<file path="src/rtl/ksa_pkg.sv">
// Shared types and helpers for the parameterised RC4 key-scheduling engine.
package ksa_pkg;

    localparam int unsigned N_W_DEF      = 8;
    localparam int unsigned KEY_LEN_DEF  = 3;
    localparam int unsigned KEY_BITS_MAX = 512;
    localparam int unsigned WORD_MAX     = 64;

    typedef enum logic [2:0] {
        IDLE,
        INIT,
        RD_I,
        RD_J,
        WR_I,
        WR_J,
        DONE
    } ksa_state_t;

    // Word k of a big-endian key; word 0 occupies the most significant bits.
    function automatic logic [WORD_MAX-1:0] key_word(
        input logic [KEY_BITS_MAX-1:0] key,
        input int unsigned             k,
        input int unsigned             n_w,
        input int unsigned             key_len
    );
        logic [KEY_BITS_MAX-1:0] sh;
        sh = key >> ((key_len - 1 - k) * n_w);
        return WORD_MAX'(sh) & ((WORD_MAX'(1) << n_w) - WORD_MAX'(1));
    endfunction

endpackage

</file>
<file path="src/rtl/ksa_param_key_sel.sv">
// Key latch and key-word selector: holds key_q/len_q and a wrapping word index,
// so the scheduling datapath never needs a modulo operation.
module ksa_param_key_sel
    import ksa_pkg::*;
#(
    parameter int unsigned N_W     = N_W_DEF,
    parameter int unsigned KEY_LEN = KEY_LEN_DEF
) (
    input  logic                     clk,
    input  logic                     rst_n,
    input  logic                     load,
    input  logic                     adv,
    input  logic [KEY_LEN*N_W-1:0]   key,
    input  logic [$clog2(KEY_LEN+1)-1:0] key_len,
    output logic [N_W-1:0]           kword_c
);

    localparam int unsigned LEN_W  = $clog2(KEY_LEN + 1);
    localparam int unsigned KIDX_W = (KEY_LEN > 1) ? $clog2(KEY_LEN) : 1;
    localparam int unsigned KEY_W  = KEY_LEN * N_W;

    logic [KEY_W-1:0]  key_q;
    logic [LEN_W-1:0]  len_q;
    logic [KIDX_W-1:0] kidx;
    logic [LEN_W-1:0]  len_clamp_c;
    logic [KIDX_W-1:0] kidx_last_c;

    // Zero or oversize lengths fall back to the full key.
    always_comb begin
        len_clamp_c = key_len;
        if (key_len == '0 || key_len > LEN_W'(KEY_LEN)) begin
            len_clamp_c = LEN_W'(KEY_LEN);
        end
        kidx_last_c = KIDX_W'(LEN_W'(len_q - LEN_W'(1)));
    end

    always_ff @(posedge clk) begin
        if (!rst_n) begin
            key_q <= '0;
            len_q <= '0;
            kidx  <= '0;
        end else if (load) begin
            key_q <= key;
            len_q <= len_clamp_c;
            kidx  <= '0;
        end else if (adv) begin
            kidx <= (kidx == kidx_last_c) ? '0 : kidx + KIDX_W'(1);
        end
    end

    always_comb begin
        kword_c = '0;
        for (int unsigned k = 0; k < KEY_LEN; k++) begin
            if (kidx == KIDX_W'(k)) begin
                kword_c = N_W'(key_word(KEY_BITS_MAX'(key_q), k, N_W, KEY_LEN));
            end
        end
    end

endmodule

</file>
<file path="src/rtl/ksa_param.sv">
// RC4 key-scheduling engine driving a single-port sync-read S memory.
// Define KSA_INIT_EN to fill S[i]=i inside the engine before scheduling.
module ksa_param
    import ksa_pkg::*;
#(
    parameter int unsigned N_W     = N_W_DEF,
    parameter int unsigned KEY_LEN = KEY_LEN_DEF
) (
    input  logic                         clk,
    input  logic                         rst_n,
    input  logic                         en,
    output logic                         rdy,
    input  logic [KEY_LEN*N_W-1:0]       key,
    input  logic [$clog2(KEY_LEN+1)-1:0] key_len,
    output logic [N_W-1:0]               addr,
    input  logic [N_W-1:0]               rddata,
    output logic [N_W-1:0]               wrdata,
    output logic                         wren
);

    localparam logic [N_W-1:0] I_LAST = '1;

    ksa_state_t     state, state_n;
    logic [N_W-1:0] i, i_n;
    logic [N_W-1:0] j, j_n;
    logic [N_W-1:0] temp, temp_n;
    logic           rdy_n;
    logic [N_W-1:0] jn_c;
    logic [N_W-1:0] kword_c;
    logic           load_c;
    logic           adv_c;

    ksa_param_key_sel #(
        .N_W     (N_W),
        .KEY_LEN (KEY_LEN)
    ) u_key_sel (
        .clk     (clk),
        .rst_n   (rst_n),
        .load    (load_c),
        .adv     (adv_c),
        .key     (key),
        .key_len (key_len),
        .kword_c (kword_c)
    );

    always_ff @(posedge clk) begin
        if (!rst_n) begin
            state <= IDLE;
            rdy   <= 1'b1;
            i     <= '0;
            j     <= '0;
            temp  <= '0;
        end else begin
            state <= state_n;
            rdy   <= rdy_n;
            i     <= i_n;
            j     <= j_n;
            temp  <= temp_n;
        end
    end

    always_comb begin
        state_n = state;
        rdy_n   = rdy;
        i_n     = i;
        j_n     = j;
        temp_n  = temp;
        addr    = '0;
        wrdata  = '0;
        wren    = 1'b0;
        load_c  = 1'b0;
        adv_c   = 1'b0;
        jn_c    = j + rddata + kword_c;

        case (state)
            IDLE: begin
                if (en && rdy) begin
                    load_c = 1'b1;
                    i_n    = '0;
                    j_n    = '0;
                    rdy_n  = 1'b0;
`ifdef KSA_INIT_EN
                    state_n = INIT;
`else
                    state_n = RD_I;
`endif
                end
            end
`ifdef KSA_INIT_EN
            INIT: begin
                addr   = i;
                wrdata = i;
                wren   = 1'b1;
                i_n    = i + N_W'(1);
                if (i == I_LAST) begin
                    i_n     = '0;
                    state_n = RD_I;
                end
            end
`endif
            RD_I: begin
                addr    = i;
                state_n = RD_J;
            end
            // rddata holds S[i] here; read S[jn] for the swap.
            RD_J: begin
                addr    = jn_c;
                temp_n  = rddata;
                j_n     = jn_c;
                state_n = WR_I;
            end
            WR_I: begin
                addr    = i;
                wrdata  = rddata;
                wren    = 1'b1;
                state_n = WR_J;
            end
            WR_J: begin
                addr    = j;
                wrdata  = temp;
                wren    = 1'b1;
                i_n     = i + N_W'(1);
                adv_c   = 1'b1;
                state_n = (i == I_LAST) ? DONE : RD_I;
            end
            DONE: begin
                rdy_n   = 1'b1;
                state_n = IDLE;
            end
            default: begin
                state_n = IDLE;
            end
        endcase
    end

endmodule
</file>
<file path="config.mk">
export PLATFORM = sky130hd
export DESIGN_NAME = ksa_param
export DESIGN_NICKNAME = d
export VERILOG_FILES = /design/src/rtl/ksa_pkg.sv /design/src/rtl/ksa_param_key_sel.sv /design/src/rtl/ksa_param.sv
export SDC_FILE = /design/constraint.sdc
export NUM_CORES = 1
export LEC_CHECK = 0
export CAP_MARGIN = 20
export CORE_MARGIN = 1.5
export CORE_UTILIZATION = 30
export CTS_CLUSTER_DIAMETER = 120
export DETAILED_ROUTE_END_ITERATION = 16
export PLACE_DENSITY = 0.51
export SLEW_MARGIN = 20
export SYNTH_ARGS = -nofsm -noshare
export SYNTH_HDL_FRONTEND = slang
export SYNTH_SLANG_ARGS = --single-unit
export TNS_END_PERCENT = 100
</file>
<file path="constraint.sdc">
create_clock -name clk -period 10.7 [get_ports clk]
set_input_delay 2.14 -clock clk [delete_from_list [all_inputs] [get_ports clk]]
set_output_delay 2.14 -clock clk [all_outputs]
set_load 0.005 [all_outputs]
</file>
==> results of run 1 <==
[worst max-delay path, stage by stage]
cell	delay [ps]
sky130_fd_sc_hd__clkdlybuf4s50_1	510
sky130_fd_sc_hd__inv_1	70
sky130_fd_sc_hd__fa_1	460
sky130_fd_sc_hd__inv_1	70
sky130_fd_sc_hd__ha_1	160
sky130_fd_sc_hd__inv_1	60
sky130_fd_sc_hd__fa_1	390
sky130_fd_sc_hd__nor2b_1	160
sky130_fd_sc_hd__nor3_1	80
sky130_fd_sc_hd__o21bai_1	130
sky130_fd_sc_hd__a21oi_1	90
sky130_fd_sc_hd__xnor2_1	140
sky130_fd_sc_hd__o21ai_0	170
sky130_fd_sc_hd__clkdlybuf4s50_1	540
[cell usage after synthesis (2+ instances only)]
cell type	instances	share of area
sky130_fd_sc_hd__a31oi_1	2	0.0039
sky130_fd_sc_hd__buf_2	12	0.019
sky130_fd_sc_hd__o211a_1	2	0.0062
sky130_fd_sc_hd__a21boi_0	35	0.081
sky130_fd_sc_hd__nand3b_1	3	0.0070
sky130_fd_sc_hd__mux2i_1	8	0.025
sky130_fd_sc_hd__a31o_2	3	0.0081
sky130_fd_sc_hd__a22oi_1	4	0.0093
sky130_fd_sc_hd__a21boi_1	4	0.0093
sky130_fd_sc_hd__nor2b_1	4	0.0077
sky130_fd_sc_hd__dfxtp_1	56	0.35
sky130_fd_sc_hd__o21a_1	3	0.0070
sky130_fd_sc_hd__a21oi_1	22	0.034
sky130_fd_sc_hd__nand2_1	94	0.11
sky130_fd_sc_hd__a21o_1	2	0.0046
sky130_fd_sc_hd__o21ai_0	18	0.028
sky130_fd_sc_hd__xnor2_1	8	0.022
sky130_fd_sc_hd__fa_1	8	0.050
sky130_fd_sc_hd__inv_1	17	0.020
sky130_fd_sc_hd__clkbuf_1	11	0.013
sky130_fd_sc_hd__and2_1	2	0.0039
sky130_fd_sc_hd__nand4_1	6	0.012
sky130_fd_sc_hd__nand2_2	2	0.0039
sky130_fd_sc_hd__and3_1	6	0.012
sky130_fd_sc_hd__ha_1	10	0.039
sky130_fd_sc_hd__o21bai_1	2	0.0046
sky130_fd_sc_hd__nor3_1	2	0.0031
sky130_fd_sc_hd__nand3_1	15	0.023
sky130_fd_sc_hd__nor2_1	31	0.036
[through the flow]
step | setup WS (ps) | area, µm² | cells | utilization | hold WS [ps]
after floorplan | 4568 | 3232 | 411 | - | 434.7
after global routing | 3144 | 3961 | 590 | 0.3820 | 486.7
after CTS | 3359 | 3961 | 590 | 0.3820 | 464.0
after global placement | 3395 | 3871 | 582 | 0.3733 | 441.6
final | 3378 | 3961 | 590 | 0.3820 | 461.1
after detailed placement | 3367 | 3871 | 582 | 0.3733 | 447.7
[how the worst max path moves through the flow]
stage / start / end / slack (ps) / depth (start not counted)
floorplan: rddata[1] / addr[7] / 4570 / 12
global placement: rddata[1] / addr[7] / 3400 / 14
detailed placement: rddata[1] / addr[7] / 3370 / 14
CTS: rddata[1] / addr[7] / 3360 / 14
global route: rddata[1] / addr[7] / 3140 / 14
finish: rddata[1] / addr[7] / 3380 / 14
[registers in the layout, indices dropped and copies added (netlist names)]
| name | cells |
|---|---|
| u_key_sel.key_q | 24 |
| i | 8 |
| j | 8 |
| temp | 8 |
| state | 3 |
| u_key_sel.kidx | 2 |
| u_key_sel.len_q | 2 |
| rdy | 1 |
[cell usage in the layout, fill, tap and decap left out, types with 3 or more instances in the layout]
master | Yosys | routed
sky130_fd_sc_hd__nor2b_1 | 4 | 4
sky130_fd_sc_hd__a22oi_1 | 4 | 4
sky130_fd_sc_hd__a21oi_1 | 22 | 22
sky130_fd_sc_hd__o21a_1 | 3 | 3
sky130_fd_sc_hd__inv_1 | 17 | 17
sky130_fd_sc_hd__nand3_1 | 15 | 15
sky130_fd_sc_hd__ha_1 | 10 | 10
sky130_fd_sc_hd__a31o_2 | 3 | 3
sky130_fd_sc_hd__buf_4 | 0 | 4
sky130_fd_sc_hd__nand3b_1 | 3 | 3
sky130_fd_sc_hd__nor2_1 | 31 | 31
sky130_fd_sc_hd__mux2i_1 | 8 | 8
sky130_fd_sc_hd__fa_1 | 8 | 8
sky130_fd_sc_hd__clkdlybuf4s50_1 | 0 | 54
sky130_fd_sc_hd__nand4_1 | 6 | 6
sky130_fd_sc_hd__o21ai_0 | 18 | 18
sky130_fd_sc_hd__nand2_1 | 94 | 94
sky130_fd_sc_hd__a21boi_1 | 4 | 4
sky130_fd_sc_hd__clkbuf_8 | 0 | 5
sky130_fd_sc_hd__a21boi_0 | 35 | 35
sky130_fd_sc_hd__and3_1 | 6 | 6
sky130_fd_sc_hd__dfxtp_1 | 56 | 56
sky130_fd_sc_hd__xnor2_1 | 8 | 8
[layout make-up]
cell class / instances / area, µm² / area share
Multi-Input combinational cell: 313 / 1936 / 0.4886
Sequential cell: 56 / 1121 / 0.2830
Timing Repair Buffer: 58 / 570.5 / 0.1440
Tap cell: 136 / 170.2 / 0.04296
Inverter: 19 / 73.82 / 0.01864
Clock buffer: 5 / 68.82 / 0.01737
Clock inverter: 3 / 21.27 / 0.005370
[report_power, final]
group | leakage, nW | internal [W] | total [W] | switching, W
Sequential | 0.455 | 0.000219 | 0.000226 | 0.00000718
Clock | 0.0445 | 0.0000468 | 0.000123 | 0.0000766
Combinational | 0.958 | 0.0000441 | 0.0000966 | 0.0000524
Total | 1.46 | 0.000309 | 0.000446 | 0.000136
[kinds of logic after synthesis]
family / Yosys count
buffers and inverters: 42
AOI/OAI and AO/OA: 104
adders and majority gates: 18
DFF: 56
xor gates and xnor gates: 9
and+or+nand+nor: 174
muxes: 8
[routing by layer]
layer  GRT usage  wire [µm]  vias to the layer above
met4     0.02571         47                        0
li1            -          -                     1471
met3     0.02553        324                        5
met1      0.2098       4217                     1271
met2      0.2450       3660                       58
met5           0          0                        -
==> flow_summary.rst, run 1 <==
.. list-table::
   :header-rows: 1

   * - Metric
     - Value
   * - Gate count after technology mapping
     - 411
   * - Main combinational cell family by area after synthesis
     - simple AND/OR/NAND/NOR gates
   * - Clock tree from TritonCTS
     - built
   * - Static leakage
     - about 1.5 nW
   * - Asr flop ratio synth
     - 0
   * - Hold bufs inserted after CTS
     - 0
   * - Overall routed net length
     - 8.249 mm
   * - Number of antenna-violating nets in the routed design
     - 0
   * - Starting DRC count in detailed routing
     - 99
   * - Diodes inserted
     - 0
   * - I/O pin total
     - 55
   * - Mean instance size in the synthesized netlist
     - 7.863 µm²
   * - Max H-tree Level
     - 2
   * - Worst hold endpoint
     - u_key_sel.key_q[8]
   * - Maximum buffer depth of the clock tree
     - 2
   * - Required time of the critical path
     - 8560 ps
   * - Starting utilization of the core area
     - 0.3117
   * - Avg WL per Cell
     - 13.98 µm
   * - Number of clock sinks seen by CTS
     - 56
   * - Vias in the first global route
     - 2819
   * - Maximum net fanout on the critical path
     - 3
   * - Share of the synthesized netlist area taken by xor and xnor gates
     - 0.02439
   * - Final count of hold timing violations
     - 0
   * - Synthesized-area fraction occupied by ao, oa, aoi and oai cells
     - 0.2176
   * - Data arrival time of the critical path
     - 5180 ps
   * - Maximum number of pins on one net before global-route repair
     - 55
   * - Crit share post-route
     - 0.6843
   * - Simple-gate share of the synthesized area
     - 0.2439
   * - Antenna violations before repair
     - 0
   * - PwrDens
     - 112.5 nW/µm²
   * - Post CTS Setup Buffer Count
     - 0
   * - Register area share after synthesis
     - 0.3469
   * - Final estimated routing congestion in global placement
     - ~0.8
   * - Final Skew
     - 14.14 ps
   * - Global-route wire length before repair
     - 13.80 mm
   * - Flip-flop cell with the highest count after synthesis
     - sky130_fd_sc_hd__dfxtp_1
   * - WHS Path Cells
     - 2
   * - Setup total negative slack
     - 0 ps
   * - Adder-cell share of the synthesized area
     - 0.08827
   * - Worst hold path class
     - flop to flop
   * - Area Growth Syn to Fin
     - 22.57%
   * - Status
     - completed
   * - Clock transition at the registers of the reported paths
     - 110 ps
   * - Total gr overflow
     - 0
   * - Final min period
     - 7322 ps
   * - Kind of start point of the critical path
     - primary input
   * - Max Clk Rate
     - between 0.1 and 0.15 GHz
   * - Startpoint of the tightest hold check path
     - u_key_sel.key_q[8]
   * - Die Y-Extent
     - 106.8 µm
   * - Number of instances resized during post-cts repair
     - 0
   * - Vias after detailed routing
     - between 2000 and 3000
   * - Setup-failing EPs final
     - 0
   * - Worst slew pin tran
     - 759.4 ps
   * - Clock network latency to the later pin of the worst-skew pair
     - 320 ps
   * - DR pass1 iterations
     - 4
   * - Max-cap viol count
     - 0
   * - Number of cell rows
     - 37
   * - Synthesized flop and latch total
     - 56
   * - Classification of the worst setup path
     - primary input to output port
   * - Number of buffers inserted during clock tree synthesis
     - 5
   * - Max Slew Vio Count
     - 0
   * - Distinct cell type count after synthesis
     - 48
   * - Peak ir drop on the vdd network
     - 0.05057 mV
   * - Category of the worst setup path capture point
     - output port
   * - # DRC
     - 0
   * - Die footprint
     - 11400 µm²
   * - DPL Wire Length
     - 5.894 mm
   * - Count of cells along the worst register-to-register path
     - 17
   * - I/O Buffers
     - 54
   * - Yosys warns
     - 0
   * - Worst reg-to-reg setup slack
     - 6990 ps
   * - Number of nets at the end of the flow
     - 508
   * - Post-DR vias/cell
     - 4.754
   * - Count of flip-flops with a built-in enable after synthesis
     - 0
   * - Worst R2R End
     - j[7]
   * - Core outline area
     - 10370 µm²
   * - Width of the die
     - about 110 µm
   * - Filler Cells Inserted
     - approximately 1100
   * - Start of the worst register-to-register path
     - u_key_sel.kidx[1]
   * - Total design power
     - 0.0004456 W
   * - Proportion of synthesized area in mux cells
     - 0.02478
   * - Clock Tree Root
     - sky130_fd_sc_hd__clkbuf_8
   * - Global router's overall resource usage
     - 0.1500
   * - Fraction of final layout cells with drive strength greater than 1
     - 0.05286
   * - Area of the mapped netlist
     - 3232 µm²
   * - RSZ-0062 raised after global routing
     - false
   * - Syn nets
     - 466
   * - Max-Slew Margin vs Limit
     - 0.4932
Power figures use the tool's default switching activity.
==> run 2: changes to the inputs <==
--- a/config.mk
+++ b/config.mk
@@ -10,7 +10,7 @@
 export CORE_UTILIZATION = 30
 export CTS_CLUSTER_DIAMETER = 120
 export DETAILED_ROUTE_END_ITERATION = 16
-export PLACE_DENSITY = 0.51
+export PLACE_DENSITY = 0.53
 export SLEW_MARGIN = 20
 export SYNTH_ARGS = -nofsm -noshare
 export SYNTH_HDL_FRONTEND = slang
==> constraint.sdc (replaced) <==
create_clock -name clk -period 6.4 [get_ports clk]
set_input_delay 1.28 -clock clk [delete_from_list [all_inputs] [get_ports clk]]
set_output_delay 1.28 -clock clk [all_outputs]
set_load 0.005 [all_outputs]
==> run 2 against run 1 <==
Effect of this change:
- via count rose by 1.6%
- combinational power rose by 68%
- die area did not move
- sequential power rose by 67%
- critical path depth rose by 4
- design area rose by 0.13%
- utilization barely moved
- clock power rose by 75%
- clock skew fell by 2.6 ps
- critical path type is now flop to output port
- critical endpoint unchanged
- highest routed layer unchanged
==> flow_summary.rst, run 2 (same netlist as run 1, synthesis figures left out) <==
.. list-table::
   :header-rows: 1

   * - Metric
     - Value
   * - Part of the total power dissipated in sequential elements
     - 0.500
   * - Number of antenna-violating nets in the routed design
     - 0
   * - Diodes inserted
     - 0
   * - Final count of hold timing violations
     - 0
   * - Global-route wire length before repair
     - 13.68 mm
   * - Most frequent standard cell in the layout excluding fill and tap cells
     - sky130_fd_sc_hd__nand2_1
   * - Global router's overall resource usage
     - 0.1524
   * - Setup total negative slack
     - 0 ps
   * - Peak ir drop on the vdd network
     - 0.08387 mV
   * - Post CTS Setup Buffer Count
     - 0
   * - Starting DRC count in detailed routing
     - 69
   * - Post-DR vias/cell
     - between 4 and 5
   * - Worst reg-to-reg setup slack
     - 2770 ps
   * - Hold bufs inserted after CTS
     - 0
   * - Category of the worst setup path capture point
     - output port
   * - Leading cell types in the layout, fill and taps excluded
     - 94 x sky130_fd_sc_hd__nand2_1, 56 x sky130_fd_sc_hd__dfxtp_1, 54 x sky130_fd_sc_hd__clkdlybuf4s50_1, 35 x sky130_fd_sc_hd__a21boi_0, 31 x sky130_fd_sc_hd__nor2_1
   * - # DRC
     - 0
   * - Stages on worst setup path
     - 18
   * - Cell-by-cell listing of the critical path
     - inv_1, ha_1, nor2_1, a21oi_1, nor2_1, a21oi_1, fa_1, inv_1, ha_1, inv_1, fa_1, nor2b_1, nor3_1, o21bai_1, a21oi_1, xnor2_1, o21ai_0, clkdlybuf4s50_1
   * - DPL Wire Length
     - between 5 and 6 mm
   * - Worst path bufs/invs
     - 4
   * - Worst R2R End
     - j[7]
   * - Total gr overflow
     - 0
   * - Overall routed net length
     - 8.322 mm
   * - Final Skew
     - roughly 11 ps
   * - Crit share post-route
     - 0.8962
   * - Vias in the first global route
     - 2755
   * - Maximum net fanout on the critical path
     - 16
   * - Largest delay contributor family on the critical path
     - adder cells
   * - Final design utilization
     - 0.3825
   * - Launch point of the worst path
     - u_key_sel.kidx[1]
   * - Max-cap viol count
     - 0
   * - Final min period
     - 5736 ps
   * - Clock Power Share
     - 0.285
   * - Starting utilization of the core area
     - 0.3117
   * - Clock network latency to the later pin of the worst-skew pair
     - between 300 and 400 ps
   * - Cell with the largest stage delay on the worst path
     - sky130_fd_sc_hd__clkdlybuf4s50_1
   * - Vias after detailed routing
     - 2849
   * - Antenna violations before repair
     - 0
   * - Flip-flop count of the largest register after layout
     - 24
   * - Number of nets at the end of the flow
     - roughly 510
   * - Static leakage
     - 1.455 nW
   * - Core outline area
     - roughly 10000 µm²
   * - Part of the power in combinational logic
     - 0.215
   * - Max-Slew Margin vs Limit
     - 0.4803
   * - Clock tree from TritonCTS
     - built
   * - Largest incremental delay on the critical path
     - 540 ps
   * - Max Clk Rate
     - roughly 0.17 GHz
   * - Count of cells along the worst register-to-register path
     - 17
   * - Worst hold slack
     - 467.4 ps
   * - Start of the worst register-to-register path
     - u_key_sel.kidx[1]
   * - Max H-tree Level
     - 2
   * - Final estimated routing congestion in global placement
     - 0.7981
   * - PwrDens
     - between 150 and 200 nW/µm²
   * - DR pass1 iterations
     - 4
   * - Most flop-heavy register
     - u_key_sel.key_q
   * - Worst slew pin tran
     - 778.7 ps
   * - Data arrival time of the critical path
     - 4460 ps
   * - Maximum number of pins on one net before global-route repair
     - between 50 and 60
   * - Clock Tree Root
     - sky130_fd_sc_hd__clkbuf_8
   * - Area Growth Syn to Fin
     - 22.73%
   * - Width of the die
     - 106.8 µm
   * - Number of clock sinks seen by CTS
     - between 50 and 60
   * - RSZ-0062 raised after global routing
     - false
   * - I/O Buffers
     - 54
   * - Status
     - completed
   * - Die footprint
     - 11400 µm²
   * - Die Y-Extent
     - 106.8 µm
   * - Classification of the worst setup path
     - flop to output port
   * - Clock transition at the registers of the reported paths
     - approximately 110 ps
   * - Capture point of the critical path
     - addr[7]
   * - Number of instances resized during post-cts repair
     - 0
   * - I/O pin total
     - 55
   * - Power dissipated by switching net loads
     - 0.0002352 W
   * - Pint
     - 0.0005193 W
   * - Number of buffers inserted during clock tree synthesis
     - 5
   * - Setup-failing EPs final
     - 0
   * - Number of cell rows
     - 37
   * - Required time of the critical path
     - 5120 ps
   * - Worst hold path class
     - flop to flop
   * - Fraction of final layout cells with drive strength greater than 1
     - 0.05286
   * - Max Slew Vio Count
     - 0
   * - Maximum buffer depth of the clock tree
     - 2
   * - Avg WL per Cell
     - 14.11 µm
   * - Switching share of power
     - 0.3117
   * - Kind of start point of the critical path
     - flop
[run 2: cell types whose count changed in the layout (fill, tap and decap cells not counted), sizes merged]
cell / change
clkinv: -1
clkinvlp: +1
[run 2: cell type report]
type	count	area (µm²)
Fill cell	1131	6404
Multi-Input combinational cell	313	1936
Sequential cell	56	1121
Timing Repair Buffer	58	570.5
Tap cell	136	170.2
Inverter	19	73.82
Clock buffer	5	68.82
Clock inverter	3	26.28
[run 2: metrics by stage]
| stage | power, W | std cells | setup slack, ps | area, µm² |
|---|---|---|---|---|
| after floorplan | 0.0004875 | 411 | 1988 | 3232 |
| after global routing | 0.0007982 | 590 | 359.2 | 3966 |
| final | 0.0007545 | 590 | 664.3 | 3966 |
| after detailed placement | 0.0005494 | 582 | 787.8 | 3871 |
| after global placement | 0.0005461 | 582 | 810.3 | 3871 |
| after CTS | 0.0007634 | 590 | 674.0 | 3966 |
[run 2: layer usage]
metal | GRT usage | vias to the layer above | wire length, µm
met3 | 0.02736 | 8 | 296
met4 | 0.03714 | 0 | 78
met2 | 0.2523 | 54 | 3727
met1 | 0.2053 | 1317 | 4219
li1 | - | 1470 | -
met5 | 0 | - | 0
[run 2: worst reg2reg max path: stages, from the launching register on]
cell,delay (ps)
sky130_fd_sc_hd__dfxtp_1,380
sky130_fd_sc_hd__inv_1,170
sky130_fd_sc_hd__ha_1,490
sky130_fd_sc_hd__nor2_1,100
sky130_fd_sc_hd__a21oi_1,150
sky130_fd_sc_hd__nor2_1,50
sky130_fd_sc_hd__a21oi_1,300
sky130_fd_sc_hd__fa_1,470
sky130_fd_sc_hd__inv_1,70
sky130_fd_sc_hd__ha_1,160
sky130_fd_sc_hd__inv_1,50
sky130_fd_sc_hd__fa_1,390
sky130_fd_sc_hd__nor2b_1,160
sky130_fd_sc_hd__nor3_1,80
sky130_fd_sc_hd__o21bai_1,140
sky130_fd_sc_hd__a21oi_1,100
sky130_fd_sc_hd__xnor2_1,180
sky130_fd_sc_hd__o21ai_0,100
[run 2: how the worst min path moves through the flow]
stage,startpoint,end,cells past startpoint
floorplan,temp[0],temp[0],2
global placement,temp[0],temp[0],2
detailed placement,temp[0],temp[0],2
CTS,temp[0],temp[0],2
global route,u_key_sel.key_q[7],u_key_sel.key_q[7],2
finish,temp[3],temp[3],2
[run 2: power by group through the flow]
stage	Clock, W	Combinational [W]	Sequential (W)
finish	0.000215	0.000162	0.000378
global route	0.000237	0.000181	0.000380
CTS	0.000222	0.000164	0.000378
detailed placement	0	0.000164	0.000386
global placement	0	0.000161	0.000385
floorplan	0	0.000105	0.000383
==> run 3: changes to the inputs <==
--- a/config.mk
+++ b/config.mk
@@ -11,6 +11,7 @@
 export CTS_CLUSTER_DIAMETER = 120
 export DETAILED_ROUTE_END_ITERATION = 16
 export PLACE_DENSITY = 0.53
+export SKIP_CTS_REPAIR_TIMING = 1
 export SLEW_MARGIN = 20
 export SYNTH_ARGS = -nofsm -noshare
 export SYNTH_HDL_FRONTEND = slang
==> results of run 3 <==
Final layout, timing and power as in run 2 (identical DEF).
